==> src/rtl/insight_tl_c_msg_tracker.sv <==
// Passive TileLink C-channel monitor: reassembles ProbeAck/Release messages into
// one summary record each and queues them for the trace packer.
module insight_tl_c_msg_tracker #(
  parameter int FIFO_DEPTH = 4,
  parameter int MAX_LGSIZE = 9
) (
  input  logic        clock,
  input  logic        reset,
  input  logic        c_valid,
  input  logic        c_ready,
  input  logic        c_corrupt,
  input  logic [63:0] c_data,
  input  logic [31:0] c_address,
  input  logic [2:0]  c_source,
  input  logic [3:0]  c_size,
  input  logic [2:0]  c_param,
  input  logic [2:0]  c_opcode,
  output logic        rec_valid,
  input  logic        rec_ready,
  output logic [2:0]  rec_opcode,
  output logic [2:0]  rec_param,
  output logic [2:0]  rec_source,
  output logic [3:0]  rec_size,
  output logic [31:0] rec_address,
  output logic [6:0]  rec_beats,
  output logic        rec_corrupt,
  output logic [63:0] rec_xsum,
  output logic        rec_err,
  output logic [15:0] drop_count
);

  localparam int AW = $clog2(FIFO_DEPTH);
  localparam logic [3:0] MAX_SZ = 4'(MAX_LGSIZE);
  localparam logic [AW:0] PTR_ONE = {{AW{1'b0}}, 1'b1};

  typedef struct packed {
    logic [2:0]  opcode;
    logic [2:0]  param;
    logic [2:0]  source;
    logic [3:0]  size;
    logic [31:0] address;
    logic [6:0]  beats;
    logic        corrupt;
    logic [63:0] xsum;
    logic        err;
  } rec_t;

  typedef enum logic {IDLE = 1'b0, BURST = 1'b1} state_t;

  // Only legal data opcodes with a size above one beat span multiple beats.
  function automatic logic [6:0] exp_beats(input logic [2:0] op, input logic [3:0] sz);
    logic [6:0] n;
    n = 7'd1;
    if (op[2] && op[0] && (sz > 4'd3) && (sz <= MAX_SZ)) begin
      n = 7'd1 << (sz - 4'd3);
    end else begin
      n = 7'd1;
    end
    return n;
  endfunction

  state_t      state_r;
  rec_t        acc_r;
  logic [6:0]  rem_r;
  rec_t        nxt_rec_s;
  logic [6:0]  rem_s;
  logic        fire_s;
  logic        push_s;
  logic        hdr_chg_s;

  rec_t        mem_r [FIFO_DEPTH];
  logic [AW:0] wr_ptr_r;
  logic [AW:0] rd_ptr_r;
  logic [15:0] drop_r;
  logic        empty_s;
  logic        full_s;
  logic        pop_s;
  logic        wr_en_s;
  logic        drop_s;
  rec_t        head_s;

  assign fire_s = c_valid & c_ready;
  assign hdr_chg_s = (c_opcode != acc_r.opcode) | (c_param != acc_r.param) |
                     (c_source != acc_r.source) | (c_size != acc_r.size) |
                     (c_address != acc_r.address);

  // Next accumulator value if the current cycle fires; also the record pushed on the last beat.
  always_comb begin
    nxt_rec_s = '0;
    rem_s     = 7'd0;
    if (state_r == IDLE) begin
      nxt_rec_s.opcode  = c_opcode;
      nxt_rec_s.param   = c_param;
      nxt_rec_s.source  = c_source;
      nxt_rec_s.size    = c_size;
      nxt_rec_s.address = c_address;
      nxt_rec_s.beats   = 7'd1;
      nxt_rec_s.corrupt = c_corrupt;
      nxt_rec_s.xsum    = c_opcode[0] ? c_data : 64'd0;
      nxt_rec_s.err     = ~c_opcode[2] | (c_opcode[0] & (c_size > MAX_SZ));
      rem_s             = exp_beats(c_opcode, c_size) - 7'd1;
    end else begin
      nxt_rec_s         = acc_r;
      nxt_rec_s.beats   = acc_r.beats + 7'd1;
      nxt_rec_s.corrupt = acc_r.corrupt | c_corrupt;
      nxt_rec_s.xsum    = acc_r.xsum ^ c_data;
      nxt_rec_s.err     = acc_r.err | hdr_chg_s;
      rem_s             = rem_r - 7'd1;
    end
  end

  assign push_s = fire_s & (rem_s == 7'd0);

  // Message reassembly state machine.
  always_ff @(posedge clock) begin
    if (reset) begin
      state_r <= IDLE;
      acc_r   <= '0;
      rem_r   <= 7'd0;
    end else if (fire_s) begin
      acc_r   <= nxt_rec_s;
      rem_r   <= rem_s;
      state_r <= (rem_s == 7'd0) ? IDLE : BURST;
    end
  end

  // The extra pointer bit separates full from empty when the indices match.
  assign empty_s = (wr_ptr_r == rd_ptr_r);
  assign full_s  = (wr_ptr_r[AW] != rd_ptr_r[AW]) && (wr_ptr_r[AW-1:0] == rd_ptr_r[AW-1:0]);
  assign pop_s   = ~empty_s & rec_ready;
  assign wr_en_s = push_s & (~full_s | pop_s);
  assign drop_s  = push_s & full_s & ~pop_s;

  // Record FIFO and saturating drop counter.
  always_ff @(posedge clock) begin
    if (reset) begin
      wr_ptr_r <= '0;
      rd_ptr_r <= '0;
      drop_r   <= 16'd0;
      for (int i = 0; i < FIFO_DEPTH; i++) begin
        mem_r[i] <= '0;
      end
    end else begin
      if (wr_en_s) begin
        mem_r[wr_ptr_r[AW-1:0]] <= nxt_rec_s;
        wr_ptr_r <= wr_ptr_r + PTR_ONE;
      end
      if (pop_s) begin
        rd_ptr_r <= rd_ptr_r + PTR_ONE;
      end
      if (drop_s && (drop_r != 16'hFFFF)) begin
        drop_r <= drop_r + 16'd1;
      end
    end
  end

  assign head_s      = mem_r[rd_ptr_r[AW-1:0]];
  assign rec_valid   = ~empty_s;
  assign rec_opcode  = head_s.opcode;
  assign rec_param   = head_s.param;
  assign rec_source  = head_s.source;
  assign rec_size    = head_s.size;
  assign rec_address = head_s.address;
  assign rec_beats   = head_s.beats;
  assign rec_corrupt = head_s.corrupt;
  assign rec_xsum    = head_s.xsum;
  assign rec_err     = head_s.err;
  assign drop_count  = drop_r;

endmodule

==> config.mk <==
export PLATFORM = sky130hd
export DESIGN_NAME = insight_tl_c_msg_tracker
export DESIGN_NICKNAME = d
export VERILOG_FILES = /design/src/rtl/insight_tl_c_msg_tracker.sv
export SDC_FILE = /design/constraint.sdc
export NUM_CORES = 1
export LEC_CHECK = 0
export BUFFER_PORTS_ARGS = -buffer_cell sky130_fd_sc_hd__buf_2
export CAP_MARGIN = 20
export CORE_MARGIN = 2
export CORE_UTILIZATION = 30
export DETAILED_ROUTE_END_ITERATION = 6
export GPL_TIMING_DRIVEN = 0
export PLACE_DENSITY_LB_ADDON = 0.1
export REMOVE_ABC_BUFFERS = 1
export SETUP_SLACK_MARGIN = 0.02
export SLEW_MARGIN = 25
export SYNTH_ARGS = -nofsm -noshare
export SYNTH_HDL_FRONTEND = slang
export SYNTH_SLANG_ARGS = --single-unit
export TNS_END_PERCENT = 10
==> constraint.sdc <==
create_clock -name clock -period 7.25 [get_ports clock]
set_clock_uncertainty 0.1 [all_clocks]
set_input_delay 0.3625 -clock clock [delete_from_list [all_inputs] [get_ports clock]]
set_output_delay 0.3625 -clock clock [all_outputs]
set_load 0.03 [all_outputs]
# Word-level counts from Yosys, hierarchy flattened
# Memories as Yosys holds them, arrays and structs flattened. A register that Yosys moved wholly into a read port is not among the register bits.
# Cells that the tools add are included.
word_totals:
  ff_bits: 148
  ram_bits: 472
  input_bits: 115
  mem_count: 1
mem_list:
  columns: ["name", "words", "width", "read_ports", "rd_ports_with_merged_regs", "wr", "line_no", "source"]
  rows:
  - ["mem_r", 4, 118, 1, 1, 4, "71", "rec_t mem_r [FIFO_DEPTH];"]
op_classes:
  addsub: 7
  n_lt_le_gt_ge: 3
  eq_ne: 9
  shifts: 1
  n_mux: 16
  bitwise_logic: 20
  reduce_logical: 7
ops:
  columns: ["cell", "count"]
  rows:
  - ["two-way mux 118 bit", 2]
  - ["OR reduction 118 bit", 1]
  - ["two-way mux 64 bit", 1]
  - ["bitwise XOR 64 bit", 1]
  - ["inequality test 32 bit", 1]
  - ["two-way mux 7 bit", 3]
  - ["adder 16 x 1 -> 16 bit (second input constant)", 1]
  - ["inequality test 16 bit (second input constant)", 1]
  - ["subtractor 7 x 1 -> 7 bit (second input constant)", 2]
  - ["inequality test 3 bit", 3]
  - ["OR 1 bit", 8]
  - ["adder 7 x 1 -> 7 bit (second input constant)", 1]
  - ["AND 1 bit", 7]
  - ["zero test 7 bit", 1]
  - ["two-way mux 1 bit", 7]
  - ["<< shifter 1 x 4 -> 7 bit (first input constant)", 1]
  - ["adder 3 x 1 -> 3 bit (second input constant)", 2]
  - ["two-way mux 2 bit", 3]
  - ["logical AND 1 bit", 5]
  - ["> comparator 4 x 2 -> 1 bit (second input constant)", 1]
  - ["> comparator 4 bit (second input constant)", 1]
  - ["<= comparator 4 bit (second input constant)", 1]
  - ["inequality test 4 bit", 1]
  - ["inverter 1 bit", 4]
  - ["other kinds (4)", 4]

# Depth between registers and ports, before layout
# Gate-level depths: netlist of the first run.
depth:
  depth_word: 15
  mapped_depth: 16
  depth_no_buf: 12

# Worst setup path after synthesis of the first run
# Ideal clock, no wire load.
synth_timing:
  path_kind: "register to register"
  startpoint: "reg state_r"
  endpoint: "mem mem_r[2][0] in the netlist's numbering (enable)"
  setup_time_ns: 0.497
  t_arrival_ns: 6.139
  t_required_ns: 6.653
  setup_slack_ns: 0.513
  path_stages_with_launch: 16
  n_path_buf: 6
  path_cell_list: "dfxtp_1 buf_2 clkbuf_1 buf_1 clkbuf_1 a22oi_1 ha_1 buf_2 o21ai_0 a21oi_1 nand4b_1 a221oi_4 o211ai_2 or3b_1 buf_6 nand2b_1"
synth_lines:
  columns: ["element", "line_no", "source"]
  rows:
  - ["from (decl)", "62", "state_t state_r;"]
  - ["from (signal assigned)", "123", "state_r <= (rem_s == 7'd0) ? IDLE : BURST;"]
  - ["to (decl)", "71", null]

==> results.json, run 1 <==
{
  "post-route-period-util_pct": 83.6,
  "std_cell_rows": 110,
  "floorplan.initialDensity_pct": 30.4,
  "dieWidth_um": 306,
  "grt_pass1_vias": 18561,
  "via_per_inst": 4.94,
  "die_h_um": 306,
  "final_nets": 2431,
  "hold_class": "in2reg",
  "cts_tree": "built",
  "postSynthCellCount": 2073,
  "synth_cell_types": 63,
  "routed_wl_um": 81100,
  "coreArea_um2": 90300,
  "remaining_drc_errors": 0,
  "drt_iter0_drc": 992,
  "post-synth-top-area-cell": "edfxtp_1",
  "ys_ff_latch": 622,
  "syn_to_final_growth_pct": 21.6,
  "postCtsHoldBufs": 3,
  "period_minus_slack_ns": 6.06,
  "clock-sinks": 622,
  "slew_headroom_pct": 33.3,
  "clk_pin_slew_ns": 0.05,
  "grt_overflow_total": 0,
  "place.gp.congestion": 0.732,
  "hold_violations": 0,
  "async_flop_share_pct": 0,
  "postCtsResizedCells": 0,
  "cts_setup_buffers": 0,
  "hold_ws_ns": 0.112,
  "max-cap-violations": 0,
  "criticalPathCategory": "reg2reg",
  "htreeDepth": 3,
  "rsz0062_at_grt": "false",
  "grt_first_pass_wirelength_um": 121000,
  "crit_arrival_ns": 6.24,
  "synth_top_area_share_pct": 51.7,
  "leakage_uw": 0.0121,
  "yosysWarnings": 0,
  "p_per_area_nw_per_um2": 269,
  "required_ns": 7.42,
  "slew_violations": 0,
  "grt_antenna_before_repair": 10,
  "yosysMostFrequentCell": "nor2_1",
  "wire_per_inst_um": 22.8,
  "status": "finished clean",
  "grt_use_total_pct": 17.3,
  "clk_latency_ns": 0.60,
  "yosys-top-cells-area": "edfxtp_1, dfxtp_1, mux4_2",
  "cts_max_path_buffers": 3,
  "synth_area_um2": 27400,
  "cts-root-buf": "clkbuf_16",
  "start_kind": "flop",
  "setup_violations": 0,
  "yosysSeqAreaShare_pct": 62.7,
  "syn_area_per_cell_um2": 13.2,
  "die_area_um2": 93800,
  "drive_above_1_share_pct": 27.5,
  "ir_drop_mv": 0.134,
  "worstPathMaxFanout": 36,
  "vias": 17566,
  "final_core_util_pct": 36.9,
  "io_pins": 250,
  "synth_edf_count": 472,
  "tightest_slew_ns": 0.991,
  "drt-pass1-iter-count": 5,
  "numPortBuffers": 249,
  "grt_max_degree": 87,
  "dp_hpwl_um": 49300,
  "fmax_ghz": 0.165,
  "cts_buffers": 77,
  "fillers": 8743,
  "ys.flop_type": "edfxtp_1",
  "ys_top_cells_by_count": "nor2_1, edfxtp_1, dfxtp_1, mux4_2, a211oi_1",
  "final_antenna_net_count": 0,
  "critPathCaptureType": "flop"
}
final timing paths:
kind	start	to	slack [ns]	cells after the start
max	state_r	mem_r[2][57]	1.19	18
min	c_address[28]	mem_r[3][101]	0.11	3
max reg2reg	state_r	mem_r[2][57]	1.19	18
min reg2reg	rem_r[5]	rem_r[5]	0.36	2
flip-flops by register name, indices dropped and copies added (netlist names), named ones only:
signal	cells
acc_r	118
state_r	1
mem_r	472
drop_count	16
rem_r	7
rd_ptr_r	3
wr_ptr_r	3
through the flow:
stage	setup slack (ns)	setup TNS [ns]	cell area [µm²]	cells	total power [µW]
6_report	1.19	0	33300	3555	8970
2_1_floorplan	-8.40	-3611.78	26600	1922	4880
3_3_place_gp	-28.24	-	29400	3347	5370
5_1_grt	0.824	0	33300	3551	9340
3_5_place_dp	1.03	0	30800	3404	5330
4_1_cts	1.04	0	33300	3550	9130
worst max-delay path, cell delays in order (launching register included):
cell and delay [ns]:
dfxtp_4 0.77, buf_16 0.31, nand3b_1 0.26, nor2_1 0.11
a22oi_1 0.25, ha_1 0.51, nor4b_1 0.10, o211ai_1 0.20
nand4b_1 0.17, a221oi_4 0.39, o211ai_4 0.23, buf_16 0.23
or3b_4 0.55, buf_12 0.23, buf_12 0.20, nand2b_4 0.27
buf_12 0.25, buf_12 0.24, buf_16 0.26
cells by family after synthesis:
| kind of cell | after synthesis | share of synthesized area [%] |
|---|---|---|
| flops | 622 | 62.7 |
| mux | 171 | 11.7 |
| compound gates | 241 | 6.55 |
| simple gates | 752 | 12.1 |
| fa+ha+maj | 6 | 0.274 |
| xor+xnor | 119 | 3.80 |
| buf+inv | 162 | 2.98 |
where the power goes:
group / switching (µW) / internal [µW]
Combinational: 737 / 419
Sequential: 84.3 / 3990
Clock: 1520 / 2220
cells in the final DEF, fill, tap and decap left out, types with 6 or more instances in the layout:
master     synthesis  final
nor2_1           537    537
edfxtp_1         472    472
buf_2             35    248
dfxtp_1          150    147
mux4_2           118    118
a211oi_1         115    115
xor2_1           106    106
nor2_2            90     90
clkbuf_16          0     79
a22oi_1           65     65
mux2i_1           44     44
buf_16             0     33
nand2_1           29     29
clkbuf_1          78     27
a21oi_1           23     23
buf_12             0     23
xnor2_1           13     13
nand3_1           13     13
clkinv_2           0     12
nor2b_1           12     11
inv_1             11     11
nor4_1            12     11
clkbuf_8           0     10
nand4_1            9      9
mux2_2             9      9
nand2b_1          10      7
nor3_1             7      7
and3_1             7      7
o21ai_0            6      6
ha_1               6      6
clkinv_1           0      6
final cells by class:
cell class | instances | area, µm² | share of cell area, %
diodes | 5 | 12.5 | 0.0376
clock buffers | 116 | 2220 | 6.65
clock inverters | 27 | 240 | 0.721
inverters | 11 | 41.3 | 0.124
multi-input cells | 1289 | 9480 | 28.5
flip-flops and latches | 622 | 17200 | 51.6
well taps | 1176 | 1470 | 4.42
repair buffers | 309 | 2670 | 8.01
per-layer routing:
layer  wire length [µm]  up-vias  GRT usage [%]
met5                 62        -              0
met4               1260       10           3.61
met3               3830      104           3.44
met2              40100      351           29.4
met1              35800     8968           22.8
li1                   -     8133              -
Note: power is estimated with default switching activity, not from simulation.
==> inputs of run 2 (changes only) <==
Clock period 7.25 ns to 5.21 ns, I/O delays scaled along.
==> run 2 against run 1 <==
Sequential share of layout area down 1.0 points. Highest routed layer unchanged. Maximum frequency up 22%. Cell count up 1.9%. Design area up 2.1%. Die area unchanged. Non-clock buffer count up 67. Register-to-register slack worse by 0.95 ns.
==> results.json, run 2 (synthesized netlist as in run 1, its figures left out) <==
{
  "start_kind": "flop",
  "cts_buffers": 77,
  "r2r-start": "state_r",
  "clock-sinks": 622,
  "cp_slowest_stage_delay_ns": 0.55,
  "largest_register_ffs": 472,
  "floorplan.initialDensity_pct": 30.4,
  "r2r-end": "mem_r[1][19]",
  "final_nets": 2499,
  "routed_wl_um": 82100,
  "cts-root-buf": "clkbuf_16",
  "numPortBuffers": 249,
  "grt_first_pass_wirelength_um": 122000,
  "grt_antenna_before_repair": 10,
  "r2r_cells": 18,
  "post-route-period-util_pct": 95.4,
  "leakage_uw": 0.0124,
  "std_cell_rows": 110,
  "coreArea_um2": 90300,
  "worstHoldEndpoint": "mem_r[3][56]",
  "rsz0062_at_grt": "false",
  "slew_violations": 0,
  "crit_arrival_ns": 5.16,
  "fmax_ghz": 0.201,
  "critPathCaptureType": "flop",
  "hold_path_startpoint": "c_data[55]",
  "hold_class": "in2reg",
  "remaining_drc_errors": 0,
  "status": "finished clean",
  "cts_tree": "built",
  "hold_violations": 0,
  "drt_iter0_drc": 1060,
  "final_antenna_net_count": 0,
  "grt_max_degree": 87,
  "worstPathMaxFanout": 36,
  "slowest_stage": "or3b_4",
  "setup-tns-final_ns": 0,
  "criticalPathCategory": "reg2reg",
  "drt-pass1-iter-count": 4,
  "p_per_area_nw_per_um2": 369,
  "grt_use_total_pct": 17.4,
  "via_per_inst": 4.95,
  "hold_ws_ns": 0.0417,
  "slew_headroom_pct": 31.8,
  "die_h_um": 306,
  "multiInputGateArea_um2": 9500,
  "place.gp.congestion": 0.732,
  "final_cell_mix": "nor2_1, edfxtp_1, buf_2",
  "die_area_um2": 93800,
  "io_pins": 250,
  "r2r_slack_ns": 0.24,
  "setup_violations": 0,
  "wire_per_inst_um": 22.7,
  "fillers": 8704,
  "vias": 17938,
  "tightest_slew_ns": 1.02,
  "dp_hpwl_um": 49300,
  "cpMostUsedCell": "buf_12",
  "grt_overflow_total": 0,
  "syn_to_final_growth_pct": 24.1,
  "regMostFlops": "mem_r",
  "max-cap-violations": 0,
  "final_common_cell": "nor2_1",
  "path_cells": "buf_16 -> nand3b_1 -> nor2_1 -> a22oi_1 -> ha_4 -> nor4b_1 -> o211ai_1 -> nand4b_1 -> a221oi_4 -> o211ai_4 -> buf_16 -> or3b_4 -> buf_12 -> buf_16 -> nand2b_4 -> buf_12 -> buf_12 -> buf_12",
  "dieWidth_um": 306,
  "seqCellArea_um2": 17200,
  "holdPathStages": 3,
  "drive_above_1_share_pct": 27.3,
  "ir_drop_mv": 0.186,
  "htreeDepth": 3,
  "cts_max_path_buffers": 3,
  "required_ns": 5.40,
  "grt_pass1_vias": 18843,
  "clk_pin_slew_ns": 0.06,
  "period_minus_slack_ns": 4.97,
  "clk_latency_ns": 0.60
}
==> run 2: how the worst max path moves through the flow <==
stage,from,to,depth (start not counted)
6_report,state_r,mem_r[1][19],18
5_1_grt,state_r,mem_r[1][20],18
4_1_cts,state_r,mem_r[0][88],17
3_5_place_dp,state_r,mem_r[2][47],19
3_3_place_gp,state_r,mem_r[2][47],11
2_1_floorplan,state_r,mem_r[2][0],11
==> run 2: worst max-delay path, delay by kind of cell (launching register included) <==
family,cells,cell delay [ns]
adders and majority gates,1,0.29
buffers and inverters,7,1.44
and+or+nand+nor,6,1.30
AOI/OAI and AO/OA,4,1.05
DFF,1,0.36
==> run 2: layer usage <==
| metal | global-route usage [%] | vias up | routed length [µm] |
|---|---|---|---|
| li1 | - | 8269 | - |
| met1 | 23.1 | 9159 | 36300 |
| met2 | 29.5 | 397 | 40300 |
| met3 | 3.37 | 103 | 4150 |
| met4 | 3.77 | 10 | 1330 |
| met5 | 0 | - | 66 |
==> run 2: final cells by class <==
cell class                      instances  area share, %
Clock buffer                          116           6.52
Inverter                               11          0.121
Sequential cell                       622           50.5
Multi-Input combinational cell       1290           27.9
Timing Repair Buffer                  376           9.82
Clock inverter                         27          0.706
Tap cell                             1176           4.33
Antenna cell                            3         0.0221
==> run 2: report_power, final <==
| group | internal, µW | switching [µW] |
|---|---|---|
| registers | 5550 | 107 |
| logic | 622 | 1050 |
| clock network | 3090 | 2110 |
==> run 2: per-stage QoR <==
step           instances  instance area (µm²)  power (µW)  setup WS (ns)  util (%)
6_report            3621                34000       12500          0.241      37.7
5_1_grt             3619                34000       13100         0.0286      37.7
4_1_cts             3615                34000       12800        0.00129      37.6
3_5_place_dp        3404                30800        7420          -1.01      34.1
3_3_place_gp        3347                29400        7480         -30.28      32.5
2_1_floorplan       1922                26600        6800         -10.44         -
==> run 2: repair_timing <==
action / in CTS / in global routing
hold buffers: 61 / 0
gates cloned: 0 / 1
gates resized for setup: 1 / 2
endpoints found under the setup margin: 454 / 160
endpoints found under the hold margin: 176 / 0
setup buffers: 7 / 2
pin swaps: 1 / 1
==> inputs of run 3 (changes only) <==
Settings changed: ABC_AREA from default to 1.
==> run 3 against run 2 <==
Wire length increased by 15%. Total power increased by 11%. Maximum frequency increased by 2.1%. Worst setup slack improved by 0.10 ns. Sequential share of layout area increased by 0.30 points.
==> results.json, run 3 <==
{
  "htreeDepth": 3,
  "synth_edf_count": 472,
  "clock-sinks": 622,
  "synthAdderAreaFrac_pct": 0.268,
  "slew_violations": 0,
  "yosysSeqAreaShare_pct": 61.3,
  "synth_top_family_by_area": "simple AND/OR/NAND/NOR gates",
  "place.gp.congestion": 0.794,
  "dpl_cell_area_um2": 31100,
  "cts-root-buf": "clkbuf_16",
  "crit_arrival_ns": 5.05,
  "io_pins": 250,
  "hold_violations": 0,
  "vias": 22182,
  "post-route-period-util_pct": 93.4,
  "clk_latency_ns": 0.61,
  "dpl.cell_count": 4319,
  "remaining_drc_errors": 0,
  "die_area_um2": 95900,
  "tightest_slew_ns": 0.674,
  "hold_ws_ns": 0.0524,
  "rsz0062_at_grt": "false",
  "floorplan.initialDensity_pct": 30.2,
  "routed_wl_um": 94600,
  "final_cell_mix": "nor2_1, edfxtp_1, o21ai_0",
  "post-synth-top-area-cell": "edfxtp_1",
  "grt_antenna_before_repair": 17,
  "start_kind": "flop",
  "drt-pass1-iter-count": 5,
  "async_flop_share_pct": 0,
  "setup-tns-final_ns": 0,
  "slew_headroom_pct": 55.0,
  "coreArea_um2": 92900,
  "synth_xor_area_share_pct": 0.594,
  "syn_area_per_cell_um2": 9.44,
  "grt_max_degree": 100,
  "yosys-top-cells-area": "edfxtp_1, dfxtp_1, nor2_1",
  "synth_area_um2": 28000,
  "ys.flop_type": "edfxtp_1",
  "worstPathMaxFanout": 37,
  "die_h_um": 310,
  "yosysWarnings": 0,
  "criticalPathCategory": "reg2reg",
  "cts_tree": "built",
  "final_antenna_net_count": 0,
  "grt_overflow_total": 0,
  "largest_register_ffs": 472,
  "status": "finished clean",
  "grt_pass1_vias": 21719,
  "wire_per_inst_um": 21.1,
  "fmax_ghz": 0.205,
  "synth_top_area_share_pct": 50.6,
  "finish.instance_area_um2": 33800,
  "period_minus_slack_ns": 4.87,
  "grt_first_pass_wirelength_um": 139000,
  "ys_ff_latch": 622,
  "max-cap-violations": 0,
  "final_common_cell": "nor2_1",
  "clk_pin_slew_ns": 0.06,
  "syn_to_final_growth_pct": 20.6,
  "final_nets": 3292,
  "drt_iter0_drc": 1532,
  "drive_above_1_share_pct": 14.0,
  "synth_cell_types": 41,
  "dieWidth_um": 310,
  "regMostFlops": "mem_r",
  "dp_hpwl_um": 54700,
  "synth_mux_area_share_pct": 0.500,
  "grt_use_total_pct": 19.6,
  "std_cell_rows": 112,
  "required_ns": 5.40,
  "cts_max_path_buffers": 3,
  "synth_compound_area_share_pct": 14.6,
  "hold_class": "in2reg",
  "numPortBuffers": 249,
  "fin_cells": 4488,
  "leakage_uw": 0.0135,
  "postSynthCellCount": 2967,
  "ir_drop_mv": 0.194,
  "yosysMostFrequentCell": "nor2_1",
  "p_per_area_nw_per_um2": 410,
  "setup_violations": 0,
  "synth-simple-area-share_pct": 15.9,
  "via_per_inst": 4.94,
  "ys_top_cells_by_count": "nor2_1, edfxtp_1, o21ai_0, nand2_1, inv_1",
  "cts_buffers": 76,
  "critPathCaptureType": "flop"
}
-- run 3: cell count changes after synthesis, sizes merged, moves of 113 or more --
cell,change
o21ai,+462
nand2,+249
o22ai,+121
a211oi,-113
nor2,+150
mux4,-118
inv,+215
-- run 3: layer usage --
| metal | global-route usage [%] | part of all wire [%] |
|---|---|---|
| met5 | 0 | 0.14 |
| met1 | 25.3 | 43 |
| met4 | 4.53 | 1.8 |
| met2 | 33.7 | 49 |
| met3 | 3.87 | 5.9 |
-- run 3: area by class of cell --
type | instances | area [µm²]
Timing Repair Buffer | 323 | 2650
Antenna cell | 2 | 5.00
Multi-Input combinational cell | 1919 | 9050
Fill cell | 9356 | 59100
Clock buffer | 109 | 2170
Clock inverter | 30 | 269
Tap cell | 1254 | 1570
Inverter | 229 | 905
Sequential cell | 622 | 17200
-- run 3: path summary, 6_finish.rpt --
| path | to | start | slack, ns | depth (start not counted) |
|---|---|---|---|---|
| min reg2reg | rd_ptr_r[2] | rd_ptr_r[2] | 0.38 | 2 |
| max reg2reg | mem_r[1][66] | state_r | 0.34 | 23 |
| min | acc_r[114] | c_param[2] | 0.05 | 3 |
| max | mem_r[1][66] | state_r | 0.34 | 23 |
-- run 3: timing repair --
| item | in CTS | in global routing |
|---|---|---|
| endpoints found under the setup margin | 380 | 59 |
| hold buffers | 18 | 0 |
| gates cloned | 2 | 0 |
| pin swaps | 4 | 0 |
| hold endpoints to repair | 70 | 0 |
| gates resized for setup | 4 | 1 |
| setup buffers | 7 | 1 |
-- run 3: critical path: stages (launching register included) --
cell and delay (ns):
dfxtp_4 0.35, buf_12 0.16, buf_12 0.20, inv_6 0.26, nand2_1 0.13, nor2_1 0.20, nand4_2 0.21, nand3_2 0.17
inv_2 0.07, nand2_1 0.10, inv_2 0.03, nor2_1 0.14, nand3_1 0.17, nor2_4 0.18, nand2_2 0.10, nor2_4 0.18
buf_4 0.16, nand3_4 0.09, buf_12 0.23, buf_16 0.22, nand2_8 0.19, buf_12 0.26, buf_16 0.28, buf_12 0.25
-- run 3: cells by family (layout without fill, tap and decap cells) --
group           after synthesis  in the layout
simple gates               1135           1137
compound gates              743            743
flops                       622            622
buf+inv                     428            691
xor+xnor                     19             19
mux                          14             14
fa+ha+maj                     6              6
other cells                   0              2
-- run 3: power by group --
group          internal (µW)  switching, µW  total, µW
logic                    812           2190       3000
registers               5560            115       5680
clock network           3050           2120       5180
-- run 3: through the flow --
step / total power [µW] / util [%] / setup WS (ns)
floorplan: 7600 / - / -4.38
global placement: 8800 / 32.1 / -18.82
detailed placement: 8820 / 33.4 / -1.20
CTS: 14100 / 36.4 / 0.0215
global route: 14500 / 36.4 / 0.0517
finish: 13900 / 36.4 / 0.343
